==> src/rtl/alu_sequencer_pkg.sv <==
// Shared definitions for the accumulator ALU sequencer: op codes, FSM states,
// response flag bundle and default datapath width.
package alu_sequencer_pkg;

  localparam int unsigned DEFAULT_WIDTH = 8;
  localparam int unsigned OP_W          = 3;

  localparam logic [OP_W-1:0] OP_ADD  = 3'b000;
  localparam logic [OP_W-1:0] OP_SUB  = 3'b001;
  localparam logic [OP_W-1:0] OP_MUL  = 3'b010;
  localparam logic [OP_W-1:0] OP_DIV  = 3'b011;
  localparam logic [OP_W-1:0] OP_LOAD = 3'b100;

  typedef enum logic [1:0] {
    ST_IDLE = 2'b00,
    ST_EXEC = 2'b01,
    ST_RESP = 2'b10
  } state_e;

  typedef struct packed {
    logic zero;
    logic neg;
    logic err;
  } rsp_flags_t;

endpackage

==> src/rtl/alu_sequencer_if.sv <==
// Command/response handshake bundle between a command producer (master)
// and the ALU sequencer (slave).
interface alu_sequencer_if
  import alu_sequencer_pkg::*;
#(
  parameter int unsigned WIDTH = DEFAULT_WIDTH
);

  logic                cmd_valid;
  logic                cmd_ready;
  logic [OP_W-1:0]     cmd_op;
  logic [WIDTH-1:0]    cmd_operand;
  logic                rsp_valid;
  logic                rsp_ready;
  logic [WIDTH-1:0]    rsp_data;
  logic                rsp_zero;
  logic                rsp_neg;
  logic                rsp_err;

  modport master (
    output cmd_valid, cmd_op, cmd_operand, rsp_ready,
    input  cmd_ready, rsp_valid, rsp_data, rsp_zero, rsp_neg, rsp_err
  );

  modport slave (
    input  cmd_valid, cmd_op, cmd_operand, rsp_ready,
    output cmd_ready, rsp_valid, rsp_data, rsp_zero, rsp_neg, rsp_err
  );

endinterface

==> src/rtl/alu_sequencer_alu.sv <==
// Combinational two's-complement ALU; error conditions are decoded by the
// sequencer, so divide-by-zero and illegal selects simply yield benign values here.
module alu
  import alu_sequencer_pkg::*;
#(
  parameter int unsigned WIDTH = DEFAULT_WIDTH
) (
  input  logic [OP_W-1:0]  alu_sel,
  input  logic [WIDTH-1:0] bus_a,
  input  logic [WIDTH-1:0] bus_b,
  output logic [WIDTH-1:0] alu_out,
  output logic             zero,
  output logic             negative
);

  logic signed [WIDTH-1:0] sa;
  logic signed [WIDTH-1:0] sb;

  assign sa = $signed(bus_a);
  assign sb = $signed(bus_b);

  // Divide by -1 is done as negation so most-negative wraps back to itself.
  always_comb begin
    alu_out = bus_a;
    case (alu_sel)
      OP_ADD:  alu_out = bus_a + bus_b;
      OP_SUB:  alu_out = bus_a - bus_b;
      OP_MUL:  alu_out = WIDTH'(bus_a * bus_b);
      OP_DIV: begin
        if (bus_b == '0) begin
          alu_out = '0;
        end else if (bus_b == '1) begin
          alu_out = '0 - bus_a;
        end else begin
          alu_out = $unsigned(sa / sb);
        end
      end
      OP_LOAD: alu_out = bus_b;
      default: alu_out = bus_a;
    endcase
  end

  assign zero     = (alu_out == '0);
  assign negative = alu_out[WIDTH-1];

endmodule

==> src/rtl/alu_sequencer.sv <==
// Accumulator sequencer: accepts one command in IDLE, computes it in EXEC and
// holds the registered result in RESP until the consumer takes it.
module alu_sequencer
  import alu_sequencer_pkg::*;
#(
  parameter int unsigned WIDTH = DEFAULT_WIDTH
) (
  input  logic            clk,
  input  logic            rstn,
  alu_sequencer_if.slave  bus
);

  state_e           state_q;
  state_e           state_d;
  logic [WIDTH-1:0] acc_q;
  logic [OP_W-1:0]  op_q;
  logic [WIDTH-1:0] operand_q;
  logic             cmd_ready_q;
  logic             rsp_valid_q;
  logic [WIDTH-1:0] rsp_data_q;
  rsp_flags_t       flags_q;

  logic             cmd_fire;
  logic             exec_en;
  logic             cmd_err;
  logic [WIDTH-1:0] result;
  rsp_flags_t       result_flags;

  logic [WIDTH-1:0] alu_out;
  logic             alu_zero;
  logic             alu_neg;

  alu #(.WIDTH(WIDTH)) u_alu (
    .alu_sel  (op_q),
    .bus_a    (acc_q),
    .bus_b    (operand_q),
    .alu_out  (alu_out),
    .zero     (alu_zero),
    .negative (alu_neg)
  );

  assign cmd_fire = bus.cmd_valid && cmd_ready_q;

  // Next-state, error decode and result selection.
  always_comb begin
    state_d      = state_q;
    exec_en      = 1'b0;
    cmd_err      = 1'b0;
    result       = alu_out;
    result_flags = '{zero: alu_zero, neg: alu_neg, err: 1'b0};

    case (state_q)
      ST_IDLE: if (cmd_fire) state_d = ST_EXEC;
      ST_EXEC: begin
        state_d = ST_RESP;
        exec_en = 1'b1;
      end
      ST_RESP: if (bus.rsp_ready) state_d = ST_IDLE;
      default: state_d = ST_IDLE;
    endcase

    if ((op_q > OP_LOAD) || ((op_q == OP_DIV) && (operand_q == '0))) begin
      cmd_err      = 1'b1;
      result       = acc_q;
      result_flags = '{zero: (acc_q == '0), neg: acc_q[WIDTH-1], err: 1'b1};
    end
  end

  always_ff @(posedge clk or negedge rstn) begin
    if (!rstn) begin
      state_q <= ST_IDLE;
    end else begin
      state_q <= state_d;
    end
  end

  // Handshake outputs track the state being entered so they are registered.
  always_ff @(posedge clk or negedge rstn) begin
    if (!rstn) begin
      cmd_ready_q <= 1'b0;
      rsp_valid_q <= 1'b0;
    end else begin
      cmd_ready_q <= (state_d == ST_IDLE);
      rsp_valid_q <= (state_d == ST_RESP);
    end
  end

  // Command capture, accumulator update and response registers.
  always_ff @(posedge clk or negedge rstn) begin
    if (!rstn) begin
      acc_q      <= '0;
      op_q       <= '0;
      operand_q  <= '0;
      rsp_data_q <= '0;
      flags_q    <= '0;
    end else begin
      if (cmd_fire) begin
        op_q      <= bus.cmd_op;
        operand_q <= bus.cmd_operand;
      end
      if (exec_en) begin
        rsp_data_q <= result;
        flags_q    <= result_flags;
        if (!cmd_err) begin
          acc_q <= alu_out;
        end
      end
    end
  end

  assign bus.cmd_ready = cmd_ready_q;
  assign bus.rsp_valid = rsp_valid_q;
  assign bus.rsp_data  = rsp_data_q;
  assign bus.rsp_zero  = flags_q.zero;
  assign bus.rsp_neg   = flags_q.neg;
  assign bus.rsp_err   = flags_q.err;

endmodule

==> src/flat_wrapper.sv <==
// flat-port wrapper written by rule: the top's interface ports become plain ports
module alu_sequencer_flat import alu_sequencer_pkg::*;
#(
  parameter int unsigned WIDTH = DEFAULT_WIDTH
)
  (clk, rstn, bus_cmd_valid, bus_cmd_op, bus_cmd_operand, bus_rsp_ready, bus_cmd_ready, bus_rsp_valid, bus_rsp_data, bus_rsp_zero, bus_rsp_neg, bus_rsp_err);
  alu_sequencer_if #(.WIDTH(WIDTH)) bus_i ();
  input  logic clk;
  input  logic rstn;
  input wire logic [$bits(bus_i.cmd_valid)-1:0] bus_cmd_valid;
  input wire logic [$bits(bus_i.cmd_op)-1:0] bus_cmd_op;
  input wire logic [$bits(bus_i.cmd_operand)-1:0] bus_cmd_operand;
  input wire logic [$bits(bus_i.rsp_ready)-1:0] bus_rsp_ready;
  output wire logic [$bits(bus_i.cmd_ready)-1:0] bus_cmd_ready;
  output wire logic [$bits(bus_i.rsp_valid)-1:0] bus_rsp_valid;
  output wire logic [$bits(bus_i.rsp_data)-1:0] bus_rsp_data;
  output wire logic [$bits(bus_i.rsp_zero)-1:0] bus_rsp_zero;
  output wire logic [$bits(bus_i.rsp_neg)-1:0] bus_rsp_neg;
  output wire logic [$bits(bus_i.rsp_err)-1:0] bus_rsp_err;
  assign bus_i.cmd_valid = bus_cmd_valid;
  assign bus_i.cmd_op = bus_cmd_op;
  assign bus_i.cmd_operand = bus_cmd_operand;
  assign bus_i.rsp_ready = bus_rsp_ready;
  assign bus_cmd_ready = bus_i.cmd_ready;
  assign bus_rsp_valid = bus_i.rsp_valid;
  assign bus_rsp_data = bus_i.rsp_data;
  assign bus_rsp_zero = bus_i.rsp_zero;
  assign bus_rsp_neg = bus_i.rsp_neg;
  assign bus_rsp_err = bus_i.rsp_err;
  alu_sequencer #(.WIDTH(WIDTH)) u_core (.clk(clk), .rstn(rstn), .bus(bus_i));
endmodule
==> config.mk <==
export PLATFORM = sky130hd
export DESIGN_NAME = alu_sequencer_flat
export DESIGN_NICKNAME = d
export VERILOG_FILES = /design/src/rtl/alu_sequencer_pkg.sv /design/src/rtl/alu_sequencer_if.sv /design/src/rtl/alu_sequencer_alu.sv /design/src/rtl/alu_sequencer.sv /design/src/flat_wrapper.sv
export SDC_FILE = /design/constraint.sdc
export NUM_CORES = 1
export LEC_CHECK = 0
export ABC_CLOCK_PERIOD_IN_PS = 13500
export BUFFER_PORTS_ARGS = -buffer_cell sky130_fd_sc_hd__buf_4
export CORE_MARGIN = 4
export CORE_UTILIZATION = 55
export CTS_BUF_LIST = sky130_fd_sc_hd__clkbuf_16
export DETAILED_ROUTE_END_ITERATION = 7
export PLACE_DENSITY_LB_ADDON = 0.12
export SLEW_MARGIN = 20
export SYNTH_ARGS = -nofsm -noshare
export SYNTH_HDL_FRONTEND = slang
export SYNTH_SLANG_ARGS = --single-unit
==> constraint.sdc <==
create_clock -name clk -period 13.5 [get_ports clk]
set_input_delay 1.35 -clock clk [delete_from_list [all_inputs] [get_ports clk]]
set_output_delay 1.35 -clock clk [all_outputs]
set_load 0.01 [all_outputs]
==> results.json <==
{
  "status": "finished, final reports clean",
  "gp_congestion": 0.958,
  "holdWs_ps": 493,
  "slew-limit-headroom": 0.434,
  "hold_start": "u_core.bus.rsp_data[3]",
  "ys_seq_area_frac": 0.162,
  "clock.fmax_mhz": 76.4,
  "synth_xor_area_frac": 0.101,
  "timing.rr.start": "u_core.acc_q[1]",
  "drv_slew": 0,
  "die_h_um": 104,
  "synthSimpleGateAreaFrac": 0.204,
  "ant_nets": 0,
  "ff2ff_path_depth": 56,
  "cts_tree": "yes",
  "synth-seq-cells": 33,
  "routed_wl_mm": 14.4,
  "ios": 28,
  "crit_slowest_cell": "or4_1",
  "fin_nets": 765,
  "arrival_ps": 13290,
  "std_cell_rows": 34,
  "min_path_cells": 1,
  "wl_per_cell_um": 18.5,
  "synth_edf_count": 0,
  "hpwl_mm": 11.0,
  "async_flop_share": 1.00,
  "vias_per_cell": 6.13,
  "nFillCells": 749,
  "synth.area.top_cells": "dfrtp_1, ha_1, xnor2_1",
  "drc_errors": 0,
  "start_util": 0.576,
  "netlist.area_leader.share": 0.162,
  "seq_area_sq_um": 828,
  "synth_area_sq_um": 5100,
  "final_common_cell": "buf_4",
  "cts_max_path_buffers": 2,
  "antennaDiodeCount": 0,
  "hold_class": "reg2reg",
  "drv_cap": 0,
  "reg2reg_slack_ps": 410,
  "yosys.area.top_type": "dfrtp_1",
  "reg2reg_to": "u_core.bus.rsp_zero",
  "fin_ws_ps": 409,
  "synth_fa_ha_area_frac": 0.213,
  "clkTransAtPathRegs_ps": 50,
  "multi_input_area_sq_um": 4160,
  "gr-total-overflow": 0,
  "syn-num-nets": 719,
  "drive_gt1_frac": 0.231,
  "synthMuxAreaShare": 0.0817,
  "worstSetupStartpointType": "flop",
  "numCtsBuffers": 5,
  "stdcell_count": 780,
  "place_inst": 751,
  "dp_slack_ps": 41.7,
  "tightestPinTransition_ps": 842,
  "path_common_cell": "ha_1",
  "min_to": "u_core.bus.rsp_data[3]",
  "syn_to_final_growth_pct": 16.9,
  "root_buffer": "clkbuf_16",
  "setup_viol": 0,
  "clk_latency_ps": 280,
  "syn_inst": 625,
  "mostFrequentLayoutCells": "buf_4, ha_1, nand2_1, xnor2_1, nor2_1",
  "clock_sinks": 33,
  "avgSynthCellArea_sq_um": 8.16,
  "slowest_delay_ps": 550,
  "yosysWarnings": 0,
  "port_buffers": 27,
  "synth_ff_type": "dfrtp_1",
  "cp_max_fo": 15,
  "drt_pre_antenna_iters": 4,
  "finClkSkew_ps": 5.58,
  "post-route-period-util": 0.970,
  "ys_types": 68,
  "grt_start_max_net_pins": 34,
  "worstPathRequired_ps": 13700,
  "grt_pass1_vias": 4659,
  "final_hold_viol_count": 0,
  "endpoint_kind": "flop",
  "synth_compound_area_frac": 0.183,
  "fp.coreArea_sq_um": 8850,
  "grt_pass1_wl_mm": 23.5,
  "vias": 4781,
  "die_x_um": 104,
  "period_needed_ps": 13090,
  "critPathKind": "reg2reg",
  "die_area_sq_um": 10900,
  "antenna_found_initial": 0,
  "grt_usage": 0.263,
  "h-tree-depth": 2,
  "tns_ps": 0,
  "drt_iter0_drc": 271,
  "synth_top_family_by_area": "adder cells"
}
==> cells in the mapped netlist, types with 2 or more instances <==
| cell type | n |
|---|---|
| ha_1 | 66 |
| nand2_1 | 53 |
| xnor2_1 | 44 |
| nor2_1 | 43 |
| a21oi_1 | 42 |
| inv_1 | 36 |
| o21ai_0 | 35 |
| dfrtp_1 | 33 |
| mux2_2 | 29 |
| clkbuf_1 | 27 |
| nor3_1 | 21 |
| and2_1 | 20 |
| o21a_1 | 15 |
| xor2_1 | 15 |
| fa_1 | 13 |
| a21o_1 | 8 |
| nand3_1 | 8 |
| nor2b_1 | 8 |
| nand2b_1 | 7 |
| o211ai_1 | 7 |
| mux2i_1 | 6 |
| a31oi_1 | 5 |
| nand3b_1 | 5 |
| nor3_2 | 5 |
| a211oi_1 | 4 |
| o22ai_1 | 4 |
| o31ai_1 | 4 |
| or2_2 | 4 |
| or3_1 | 4 |
| buf_2 | 3 |
| o21ai_1 | 3 |
| a2111oi_0 | 2 |
| a221o_1 | 2 |
| a221oi_1 | 2 |
| and3_1 | 2 |
| buf_1 | 2 |
| mux2_4 | 2 |
| nor3_4 | 2 |
| nor3b_1 | 2 |
| nor4_1 | 2 |
| or3b_4 | 2 |
| or4_1 | 2 |
==> sequential cells by signal, summed over array words and instances, names as in the netlist <==
name,count
u_core.acc_q,8
u_core.bus.cmd_ready,1
u_core.bus.rsp_data,7
u_core.bus.rsp_err,1
u_core.bus.rsp_neg,1
u_core.bus.rsp_valid,1
u_core.bus.rsp_zero,1
u_core.op_q,3
u_core.operand_q,8
u_core.state_q,2
==> what timing repair did <==
item | in CTS | in global routing
hold buffers | 0 | 0
pin swaps | 0 | 15
buffers inserted | 0 | 21
gates resized for setup | 1 | 39
endpoints found under the setup margin | 1 | 15
==> worst max path at each step <==
stage,startpoint,end,slack (ps)
after global routing,u_core.operand_q[0],u_core.bus.rsp_zero,-210
after detailed placement,u_core.acc_q[0],u_core.bus.rsp_zero,40
after CTS,u_core.acc_q[0],u_core.bus.rsp_zero,80
final,u_core.acc_q[1],u_core.bus.rsp_zero,410
after floorplan,u_core.operand_q[0],u_core.bus.rsp_zero,130
after global placement,u_core.acc_q[1],u_core.bus.rsp_zero,320
==> layout make-up <==
type	count	share of cell area
Sequential cell	33	0.139
Tap cell	108	0.0227
Inverter	37	0.0241
Clock buffer	5	0.0210
Timing Repair Buffer	73	0.0926
Clock inverter	3	0.00294
Multi-Input combinational cell	521	0.698
==> kinds of logic (layout without fill, tap and decap cells) <==
logic type / count (synthesis) / after routing
AO/OA/AOI/OAI: 147 / 147
XOR/XNOR: 59 / 59
adder cells (fa/ha/maj): 79 / 79
buffers and inverters: 71 / 118
flip-flops: 33 / 33
multiplexers: 37 / 37
AND/OR/NAND/NOR: 199 / 199
==> routing by layer <==
layer,GRT usage,vias to the layer above,part of all wire
met5,0,-,0
met4,0.0902,0,0.032
met3,0.0372,48,0.060
met2,0.440,157,0.47
met1,0.347,2276,0.44
li1,-,2300,-
==> metrics by stage <==
step            util  area [sq um]
3_5_place_dp   0.619          5480
6_report       0.674          5960
3_3_place_gp   0.619          5480
2_1_floorplan      -          5100
4_1_cts        0.636          5630
5_1_grt        0.674          5960
==> worst max-delay path, delay by kind of cell (launching register included) <==
| kind | cells | cell delay, ps |
|---|---|---|
| xor gates and xnor gates | 1 | 120 |
| muxes | 6 | 1990 |
| buffers and inverters | 6 | 980 |
| and+or+nand+nor | 13 | 3370 |
| adders and majority gates | 10 | 2550 |
| AOI/OAI and AO/OA | 20 | 3500 |
| DFF | 1 | 470 |
Power is not shown: default switching activity piles up to over one toggle a cycle in this logic, so the estimate is an artifact.
